===== config.mk =====
export PLATFORM = sky130hd
export DESIGN_NAME = fifo_shift_reader_flat
export DESIGN_NICKNAME = d
export VERILOG_FILES = /design/src/rtl/fifo_shift_reader_if.sv /design/src/rtl/fifo_shift_reader.sv /design/src/flat_wrapper.sv
export SDC_FILE = /design/constraint.sdc
export NUM_CORES = 1
export LEC_CHECK = 0
export ABC_CLOCK_PERIOD_IN_PS = 1870
export CORE_MARGIN = 5
export CORE_UTILIZATION = 48
export CTS_BUF_LIST = sky130_fd_sc_hd__clkbuf_8 sky130_fd_sc_hd__clkbuf_16
export DETAILED_ROUTE_END_ITERATION = 10
export GPL_TIMING_DRIVEN = 0
export PLACE_DENSITY = 0.79
export SLEW_MARGIN = 20
export SYNTH_ARGS = -nofsm -noshare
export SYNTH_HDL_FRONTEND = slang
export SYNTH_SLANG_ARGS = --single-unit
export TNS_END_PERCENT = 1

===== constraint.sdc =====
create_clock -name clk -period 1.87 [get_ports clk]
set_input_delay 0.374 -clock clk [delete_from_list [all_inputs] [get_ports clk]]
set_output_delay 0.374 -clock clk [all_outputs]
set_load 0.01 [all_outputs]

===== src/rtl/fifo_shift_reader_if.sv =====
// Read port of a first-word-fall-through FIFO: rd_vld/rd_data present the head word, rd_en pops it.
interface fifo_shift_reader_if #(
  parameter int unsigned DATA_WIDTH = 8
);
  logic                  rd_vld;
  logic [DATA_WIDTH-1:0] rd_data;
  logic                  rd_en;

  modport master (input rd_vld, input rd_data, output rd_en);
  modport slave  (output rd_vld, output rd_data, input rd_en);
endinterface


===== src/rtl/fifo_shift_reader.sv =====
// Drains the prefetch line FIFO in step with output video timing, delaying the pixel
// stream by DELAY_LINES lines; flushes stale words at frame start and counts underruns.
module fifo_shift_reader #(
  parameter int unsigned          DATA_WIDTH  = 8,
  parameter int unsigned          DELAY_LINES = 1,
  parameter logic [DATA_WIDTH-1:0] FILL_VALUE = '0,
  parameter int unsigned          CNT_WIDTH   = 16
) (
  input  logic                  clk,
  input  logic                  rst,
  input  logic                  in_de,
  input  logic                  in_hs,
  input  logic                  in_vs,
  fifo_shift_reader_if.master   rd,
  input  logic                  clr_status,
  output logic                  out_de,
  output logic                  out_hs,
  output logic                  out_vs,
  output logic [DATA_WIDTH-1:0] out_data,
  output logic                  streaming,
  output logic                  underrun,
  output logic [CNT_WIDTH-1:0]  underrun_cnt
);

  typedef enum logic [1:0] {PRIME, STREAM, FLUSH} state_t;

  localparam logic [3:0] DELAY_CNT = 4'(DELAY_LINES);

  state_t                state, state_nxt;
  logic [3:0]            line_cnt, line_cnt_nxt;
  logic                  vs_d, de_d;
  logic                  vs_rise, line_end;
  logic                  rd_en_c;
  logic                  ur_hit;
  logic [DATA_WIDTH-1:0] pix_nxt;

  // The registered input copies double as the 1-cycle delayed timing outputs.
  assign out_de   = de_d;
  assign out_vs   = vs_d;
  assign rd.rd_en = rst & rd_en_c;

  always_comb begin
    vs_rise      = in_vs & ~vs_d;
    line_end     = de_d & ~in_de;
    state_nxt    = state;
    line_cnt_nxt = line_cnt;
    rd_en_c      = 1'b0;
    ur_hit       = 1'b0;
    pix_nxt      = '0;

    case (state)
      PRIME: begin
        if (in_de) pix_nxt = FILL_VALUE;
        if ((line_cnt == DELAY_CNT) && !in_de) state_nxt = STREAM;
        else if (line_end) line_cnt_nxt = line_cnt + 4'd1;
      end
      STREAM: begin
        rd_en_c = in_de & rd.rd_vld;
        ur_hit  = in_de & ~rd.rd_vld;
        if (in_de) pix_nxt = rd.rd_vld ? rd.rd_data : FILL_VALUE;
      end
      FLUSH: begin
        rd_en_c = rd.rd_vld;
        if (in_de) pix_nxt = FILL_VALUE;
        if (!rd.rd_vld) begin
          state_nxt    = PRIME;
          line_cnt_nxt = '0;
        end
      end
      default: begin
        state_nxt    = PRIME;
        line_cnt_nxt = '0;
      end
    endcase

    // Frame start overrides whatever the current state decided, including a coincident line_end.
    if (vs_rise) begin
      state_nxt    = FLUSH;
      line_cnt_nxt = '0;
    end
  end

  always_ff @(posedge clk) begin
    if (!rst) begin
      state        <= PRIME;
      line_cnt     <= '0;
      vs_d         <= 1'b0;
      de_d         <= 1'b0;
      out_hs       <= 1'b0;
      out_data     <= '0;
      streaming    <= 1'b0;
      underrun     <= 1'b0;
      underrun_cnt <= '0;
    end else begin
      state     <= state_nxt;
      line_cnt  <= line_cnt_nxt;
      vs_d      <= in_vs;
      de_d      <= in_de;
      out_hs    <= in_hs;
      out_data  <= pix_nxt;
      streaming <= (state_nxt == STREAM);
      if (clr_status) begin
        underrun     <= 1'b0;
        underrun_cnt <= '0;
      end else if (ur_hit) begin
        underrun <= 1'b1;
        if (underrun_cnt != '1) underrun_cnt <= underrun_cnt + CNT_WIDTH'(1);
      end
    end
  end

endmodule


===== src/flat_wrapper.sv =====
// flat-port wrapper written by rule: the top's interface ports become plain ports
module fifo_shift_reader_flat 
#(
  parameter int unsigned          DATA_WIDTH  = 8,
  parameter int unsigned          DELAY_LINES = 1,
  parameter logic [DATA_WIDTH-1:0] FILL_VALUE = '0,
  parameter int unsigned          CNT_WIDTH   = 16
)
  (clk, rst, in_de, in_hs, in_vs, clr_status, out_de, out_hs, out_vs, out_data, streaming, underrun, underrun_cnt, rd_rd_vld, rd_rd_data, rd_rd_en);
  fifo_shift_reader_if #(.DATA_WIDTH(DATA_WIDTH)) rd_i ();
  input  logic clk;
  input  logic rst;
  input  logic in_de;
  input  logic in_hs;
  input  logic in_vs;
  input  logic clr_status;
  output logic out_de;
  output logic out_hs;
  output logic out_vs;
  output logic [DATA_WIDTH-1:0] out_data;
  output logic streaming;
  output logic underrun;
  output logic [CNT_WIDTH-1:0] underrun_cnt;
  input wire logic [$bits(rd_i.rd_vld)-1:0] rd_rd_vld;
  input wire logic [$bits(rd_i.rd_data)-1:0] rd_rd_data;
  output wire logic [$bits(rd_i.rd_en)-1:0] rd_rd_en;
  assign rd_i.rd_vld = rd_rd_vld;
  assign rd_i.rd_data = rd_rd_data;
  assign rd_rd_en = rd_i.rd_en;
  fifo_shift_reader #(.DATA_WIDTH(DATA_WIDTH), .DELAY_LINES(DELAY_LINES), .FILL_VALUE(FILL_VALUE), .CNT_WIDTH(CNT_WIDTH)) u_core (.clk(clk), .rst(rst), .in_de(in_de), .in_hs(in_hs), .in_vs(in_vs), .rd(rd_i), .clr_status(clr_status), .out_de(out_de), .out_hs(out_hs), .out_vs(out_vs), .out_data(out_data), .streaming(streaming), .underrun(underrun), .underrun_cnt(underrun_cnt));
endmodule

Word-level counts from Yosys, hierarchy flattened
Cells that the tools add are included.
Storage, ports and cells
  flip-flop bits (word level): 35
  bits of input ports: 15
  logic and storage cells: 47
Operators by class
  add/sub/neg operators: 2
  eq/ne operators: 8
  muxes and demuxes: 10
  bitwise logic cells: 10
  reduce and logical (&&, ||, !) cells: 8
Operators by type and width (count)
  adder 16 x 1 -> 16 bit (second input constant): 1
  inequality test 16 bit (second input constant): 1
  two-way mux 4 bit: 3
  one-hot mux 4 bit (3 select lines): 1
  AND reduction 4 bit: 2
  two-way mux 2 bit: 3
  one-hot mux 2 bit (3 select lines): 1
  bitwise AND 1 bit: 5
  inverter 1 bit: 5
  adder 4 x 1 -> 4 bit (second input constant): 1
  equality test 2 x 1 -> 1 bit (second input constant): 2
  equality test 4 x 1 -> 1 bit (second input constant): 1
  inequality test 2 bit (second input constant): 2
  OR reduction 2 bit: 2
  equality test 2 bit (second input constant): 1
  logical NOT 2 bit: 1
  inequality test 2 x 1 -> 1 bit (second input constant): 1
  one-hot mux 1 bit (2 select lines): 1
  AND reduction 2 bit: 1
  logical AND 1 bit: 1
  logical NOT 1 bit: 1
  two-way mux 1 bit: 1

Logic depth before layout (Yosys ltp)
Gate-level depths: netlist of run 1.
  depth in word-level cells: 6
  depth in mapped cells: 6
  gate-level depth less buffers: 6

Worst setup path before layout of run 1
Ideal clock, no wire load.
  kind: flip-flop to flip-flop
  from: reg u_core.underrun_cnt[0]
  to: reg u_core.underrun_cnt[10]
  setup time: 0.070 ns
  data arrival time: 1.721 ns
  data required time: 1.800 ns
  slack: 0.080 ns
  stages on the path, launching flop included: 6
  cells stage by stage: dfxtp_1 -> ha_1 -> nand4_4 -> or2_4 -> or4_1 -> a21oi_1
Between the ends
  longest elaborated chain between the ends: 2
RTL lines
  start: declaration: line fifo_shift_reader.sv:22  | output logic [CNT_WIDTH-1:0] underrun_cnt
  start signal: assignment: line fifo_shift_reader.sv:107  | if (underrun_cnt != '1) underrun_cnt <= underrun_cnt + CNT_WIDTH'(1);
  parallel branches: the longest is 2 deep, another holds adder 16 x 1 -> 16 bit
Several ways; the timed one is not identified.
A chain may end at the register's enable or synchronous reset.

Worst setup path after layout of run 1
  from: reg u_core.state[1]
  to: reg u_core.underrun_cnt[10]
Between the ends
  longest elaborated chain between the ends: 3
RTL lines
  start: declaration: line fifo_shift_reader.sv:29  | state_t state, state_nxt;
  start signal: assignment: line fifo_shift_reader.sv:95  | state <= state_nxt;
  equality test 2 x 1 -> 1 bit: line fifo_shift_reader.sv:51  | case (state)
  two-way mux 1 bit: line fifo_shift_reader.sv:51
  AND reduction 2 bit (no source line)
Every way passes these cells.

==> results of run 1 <==
## synth_stat cells, types with 4 or more instances
cell	number
dfxtp_1	35
and2_1	12
a21oi_1	10
nand2_1	10
inv_1	9
ha_1	8
nor2_1	8
o21ai_0	8
o31ai_1	7
or4_1	6
a31oi_1	5
nand3_1	4
nand4_1	4
nor2b_1	4
## sequential cells by signal, summed over array words and instances, names as in the netlist
name,flops
u_core.streaming,1
u_core.underrun_cnt,16
u_core.underrun,1
u_core.out_de,1
u_core.out_hs,1
u_core.state,2
u_core.line_cnt,4
u_core.out_data,8
u_core.out_vs,1
## metal layers
| layer | part of all wire, % | vias up | track usage, % |
|---|---|---|---|
| li1 | - | 767 | - |
| met1 | 40 | 728 | 18.3 |
| met2 | 54 | 33 | 31.3 |
| met3 | 5.0 | 7 | 5.07 |
| met4 | 1.3 | 0 | 5.96 |
| met5 | 0 | - | 0 |
## layout make-up
type	count	share of cell area, %
multi-input combinational	130	42.0
sequential	35	30.1
timing repair buffer	48	19.6
clock buffer	5	2.93
tap	46	2.45
inverter	9	1.44
buffer	3	0.904
clock inverter	3	0.691
## worst paths after layout
kind	startpoint	end	slack, ns	depth (start not counted)
worst max register to register	u_core.state[1]	u_core.underrun_cnt[10]	0.07	7
worst min register to register	u_core.underrun	u_core.underrun	0.48	2
worst min-delay path	in_de	u_core.out_de	0.44	2
worst max-delay path	u_core.state[1]	u_core.underrun_cnt[10]	0.07	7
## logic make-up (layout without fill, tap and decap cells)
kind of cell,Yosys count,count (layout)
flip-flops,35,35
adder cells (fa/ha/maj),8,8
multiplexers,2,2
buffers and inverters,13,68
AND/OR/NAND/NOR,78,78
AO/OA/AOI/OAI,41,41
XOR/XNOR,1,1
## critical path, stage by stage, from the launching register on
cell	delay, ns
dfxtp_2	0.32
inv_2	0.09
ha_4	0.16
buf_4	0.12
nand3b_4	0.10
or2_4	0.29
or4_1	0.51
a21oi_1	0.13
## repair_timing
item / in CTS / in global routing
hold endpoints to repair: 0 / 0
pin swaps: 1 / 3
gates resized for setup: 15 / 9
endpoints found under the setup margin: 5 / 7
buffers inserted: 2 / 2
## cells in the final DEF, fill, tap and decap left out, drive strengths merged, types with 5 or more instances in the layout
| cell | instances |
|---|---|
| dfxtp | 35 |
| ha | 8 |
| clkdlybuf4s50 | 40 |
| a31oi | 5 |
| nor2 | 8 |
| o21ai | 8 |
| nand2 | 10 |
| a21oi | 10 |
| or4 | 7 |
| clkbuf | 9 |
| buf | 5 |
| o31ai | 7 |
| nand4 | 7 |
| and2 | 12 |
| inv | 10 |
## per-stage QoR
step                      total power [mW]  hold slack [ns]  setup WS, ns  instances
final                                 1.38            0.441        0.0721        279
after global routing                  1.44            0.455       -0.0278        279
after CTS                             1.41            0.491       0.00777        277
after detailed placement             0.872            0.474        -0.850        268
after global placement               0.868            0.458        -0.850        268
after floorplan                      0.819            0.496        0.0796        178
## report_power, final
part           switching, mW  leakage [nW]  total (mW)  internal (mW)
sequential           0.00451         0.285       0.755          0.751
clock                  0.268        0.0453       0.523          0.254
combinational         0.0469         0.564       0.103         0.0558
==> run_results.csv, run 1 <==
group,metric,value,unit
timing,post-route-period-util,96.1,%
power_and_ir_drop,ir_drop,0.424,mV
power_and_ir_drop,power.density,587,mW/mm^2
clock_network,cts_sinks,35,
logic_synthesis,synth-simple-area-share,32.3,%
grt,grt_usage,17.0,%
clock_network,cts-root-buf,"clkbuf_8",
floorplan,io_pins,45,
floorplan,start_util,50.4,%
timing,tightest_slew,0.565,ns
floorplan,design.core.area,0.00339,mm^2
drt,dr.first_iter.drc_count,113,
floorplan,die_area,0.00485,mm^2
placement,port_buffers,44,
logic_synthesis,yosys.area.top_type_share,41.1,%
timing,clock.fmax,0.556,GHz
drt,drc,0,
worst_setup_path,crit_required,2.10,ns
logic_synthesis,async_flop_share,0,%
grt,grt_pass1_wl,6790,um
drt,avgRoutedWirePerCell,14.5,um
logic_synthesis,synth.cell_area,0.00171,mm^2
outcome,status,"completed",
clock_network,numCtsBuffers,5,
grt,antenna_found_initial,0,
logic_synthesis,post_synth_num_cell_types,47,
logic_synthesis,avgSynthCellArea,9.59,um^2
worst_setup_path,crit_fanout,6,
drt,vias,1535,
final_layout,area_growth,37.8,%
timing,relSlewSlack,62.0,%
logic_synthesis,muxShareOfSynthArea,1.25,%
final_layout,fin_util,69.4,%
worst_setup_path,worstSetupStartpointType,"flip-flop",
grt,grt_pass1_vias,1516,
timing,finalSetupViolCount,0,
timing,setup_tns,0,ns
final_layout,nets,255,
worst_setup_path,crit_arrival,2.02,ns
logic_synthesis,ys_top_cells_by_area,"dfxtp_1 41%, ha_1 5.9%, and2_1 4.4%",
placement,place_congestion,0.819,
floorplan,rows,21,
clock_network,path_clk_slew,0.07,ns
clock_network,hold_buffers,0,
power_and_ir_drop,p_leak,0.894,nW
final_layout,fin_area,0.00235,mm^2
final_layout,multiInputGateArea,987,um^2
placement,hpwl,3080,um
clock_network,cts_tree,"done",
timing,final_hold_viol_count,0,
drt,ant_nets,0,
logic_synthesis,synthAdderAreaFrac,5.87,%
final_layout,final-seq-area,707,um^2
final_layout,n_antenna_cell,0,
drt,via_per_inst,5.50,
drt,finalWirelength,4050,um
logic_synthesis,yosys.area_share.xor_xnor,0.513,%
logic_synthesis,ys_seq_elements,35,
timing,period_minus_slack,1.80,ns
worst_setup_path,path_class,"reg -> reg",
final_layout,nFillCells,256,
placement,dpl_cell_area,0.00220,mm^2
run,drv_cap,0,
logic_synthesis,synth_edf_count,0,
final_layout,drive_gt1_share,16.3,%
logic_synthesis,synth_compound_area_share,15.6,%
timing,slew_viol_final,0,
logic_synthesis,synth_top_family_by_area,"simple AND/OR/NAND/NOR gates",
timing,rsz0062_at_grt,"true",
logic_synthesis,syn_inst,178,
logic_synthesis,yosysSeqAreaShare,41.1,%
worst_setup_path,worstSetupEndpointType,"flip-flop",
floorplan,die_h,69.6,um
logic_synthesis,synth_top_flop_cell,"dfxtp_1",
logic_synthesis,synth_top_area_cell,"dfxtp_1",
timing,skew,0.00991,ns
clock_network,clock_latency,0.29,ns
worst_hold_path,hold_path.class,"in -> reg",
grt,grt_max_degree,12,
logic_synthesis,yosysWarnings,0,
drt,dr.pass1.iters,4,
grt,grt-ovfl-total,0,
clock_network,clockBufferDepth,2,
floorplan,die_w,69.6,um
logic_synthesis,synthesis.nets,201,
clock_network,htreeDepth,2,
Note: power is estimated with default switching activity, not from simulation.
==> run 2: changes to the inputs <==
--- a/config.mk
+++ b/config.mk
@@ -12,6 +12,7 @@
 export DETAILED_ROUTE_END_ITERATION = 10
 export GPL_TIMING_DRIVEN = 0
 export PLACE_DENSITY = 0.79
+export SKIP_CTS_REPAIR_TIMING = 1
 export SLEW_MARGIN = 20
 export SYNTH_ARGS = -nofsm -noshare
 export SYNTH_HDL_FRONTEND = slang
==> run_results.csv, run 2 (same netlist as run 1, synthesis figures left out) <==
group,metric,value,unit
timing,rsz0062_at_grt,"true",
clock_network,cts_sinks,35,
timing,finalSetupViolCount,0,
final_layout,largest_reg_flops,16,
drt,vias,1562,
floorplan,die_area,0.00485,mm^2
power_and_ir_drop,finalPower,1.38,mW
worst_setup_path,crit_start,"u_core.state[1]",
worst_hold_path,hold_path.class,"reg -> reg",
timing,setup_tns,0,ns
drt,ant_nets,0,
drt,dr.pass1.iters,4,
worst_setup_path,crit_fanout,6,
timing,post-route-period-util,94.7,%
final_layout,layout_commonest_cell,"clkdlybuf4s50_1",
floorplan,die_w,69.6,um
grt,grt_usage,16.9,%
grt,grt_pass1_vias,1523,
timing,final_hold_viol_count,0,
worst_setup_path,worstSetupEndpointType,"primary output",
placement,dpl_cell_area,0.00220,mm^2
run,drv_cap,0,
final_layout,regMostFlops,"u_core.underrun_cnt",
grt,grt_max_degree,12,
power_and_ir_drop,ir_drop,0.422,mV
placement,hpwl,3080,um
final_layout,fin_util,68.8,%
worst_setup_path,critPathMaxStageDelay,0.33,ns
drt,dr.first_iter.drc_count,88,
final_layout,nets,252,
placement,port_buffers,44,
grt,antenna_found_initial,0,
timing,slew_viol_final,0,
placement,place_congestion,0.819,
clock_network,cts-root-buf,"clkbuf_8",
timing,tightest_slew,0.555,ns
final_layout,area_growth,36.6,%
clock_network,clockBufferDepth,2,
worst_setup_path,path_buf_inv,2,
drt,drc,0,
worst_setup_path,worstSetupStartpointType,"flip-flop",
clock_network,numCtsBuffers,5,
timing,clock.fmax,0.565,GHz
worst_setup_path,crit_chain,"inv_2, ha_4, and3_4, a31oi_1, nor2b_1, clkbuf_2",
floorplan,start_util,50.4,%
worst_setup_path,crit_required,1.50,ns
clock_network,cts_tree,"done",
final_layout,layout_common_cells,"40 x clkdlybuf4s50_1, 31 x dfxtp_1, 12 x and2_1",
clock_network,path_clk_slew,0.07,ns
grt,grt_pass1_wl,6750,um
clock_network,clock_latency,0.29,ns
worst_setup_path,cp_top_family,"flip-flops",
timing,relSlewSlack,62.7,%
outcome,status,"completed",
power_and_ir_drop,power.density,592,mW/mm^2
timing,skew,0.0105,ns
worst_setup_path,path_class,"reg -> out",
final_layout,fin_area,0.00233,mm^2
clock_network,htreeDepth,2,
drt,finalWirelength,4070,um
timing,period_minus_slack,1.77,ns
floorplan,io_pins,45,
final_layout,drive_gt1_share,13.9,%
final_layout,nFillCells,253,
worst_hold_path,hold_start,"u_core.underrun",
worst_setup_path,crit_arrival,1.40,ns
drt,via_per_inst,5.66,
worst_setup_path,slowest_stage,"dfxtp_2",
final_layout,largestRegisters,"u_core.underrun_cnt (16), u_core.out_data (8), u_core.line_cnt (4)",
grt,grt-ovfl-total,0,
worst_setup_path,r2r-start,"u_core.underrun_cnt[0]",
floorplan,die_h,69.6,um
floorplan,design.core.area,0.00339,mm^2
final_layout,n_antenna_cell,0,
power_and_ir_drop,p_leak,0.902,nW
drt,avgRoutedWirePerCell,14.7,um
floorplan,rows,21,
-- run 2: worst paths after layout --
kind | end | cells past startpoint | slack [ns]
setup / recovery | rd_rd_en | 6 | 0.1
hold / removal | u_core.underrun | 2 | 0.49
setup reg to reg | u_core.underrun_cnt[10] | 5 | 0.12
hold reg to reg | u_core.underrun | 2 | 0.49
-- run 2: worst min-delay path: cells and delay by family (launching register included) --
kind	cells	cell delay, ns
flip-flops	1	0.33
AND/OR/NAND/NOR	2	0.12
-- run 2: final cells by class --
type	count	area (um^2)	area share, %
Timing Repair Buffer	45	450	19.3
Buffer	3	21.3	0.913
Sequential cell	35	706	30.3
Multi-Input combinational cell	130	977	41.9
Clock buffer	5	68.8	2.95
Inverter	9	33.8	1.45
Tap cell	46	57.6	2.47
Clock inverter	3	16.3	0.698
-- run 2: power by group --
group,switching (mW),internal (mW)
Combinational,0.0452,0.0546
Clock,0.268,0.255
Sequential,0.00502,0.752
Total,0.318,1.06
-- run 2: per-stage QoR --
stage	setup WS (ns)	std cells	hold slack, ns
after floorplan	0.0796	178	0.496
after global placement	-0.850	268	0.458
after detailed placement	-0.850	268	0.474
after CTS	-0.879	276	0.491
after global routing	-0.0117	276	0.511
final	0.0992	276	0.485
-- run 2: metal layers --
layer | GRT usage, % | wire length [um] | vias to the layer above | share of wire (%)
met3 | 5.07 | 232 | 7 | 5.7
li1 | - | - | 758 | -
met1 | 18.2 | 1640 | 750 | 40
met5 | 0 | 0 | - | 0
met4 | 6.60 | 55 | 0 | 1.4
met2 | 30.5 | 2140 | 47 | 53
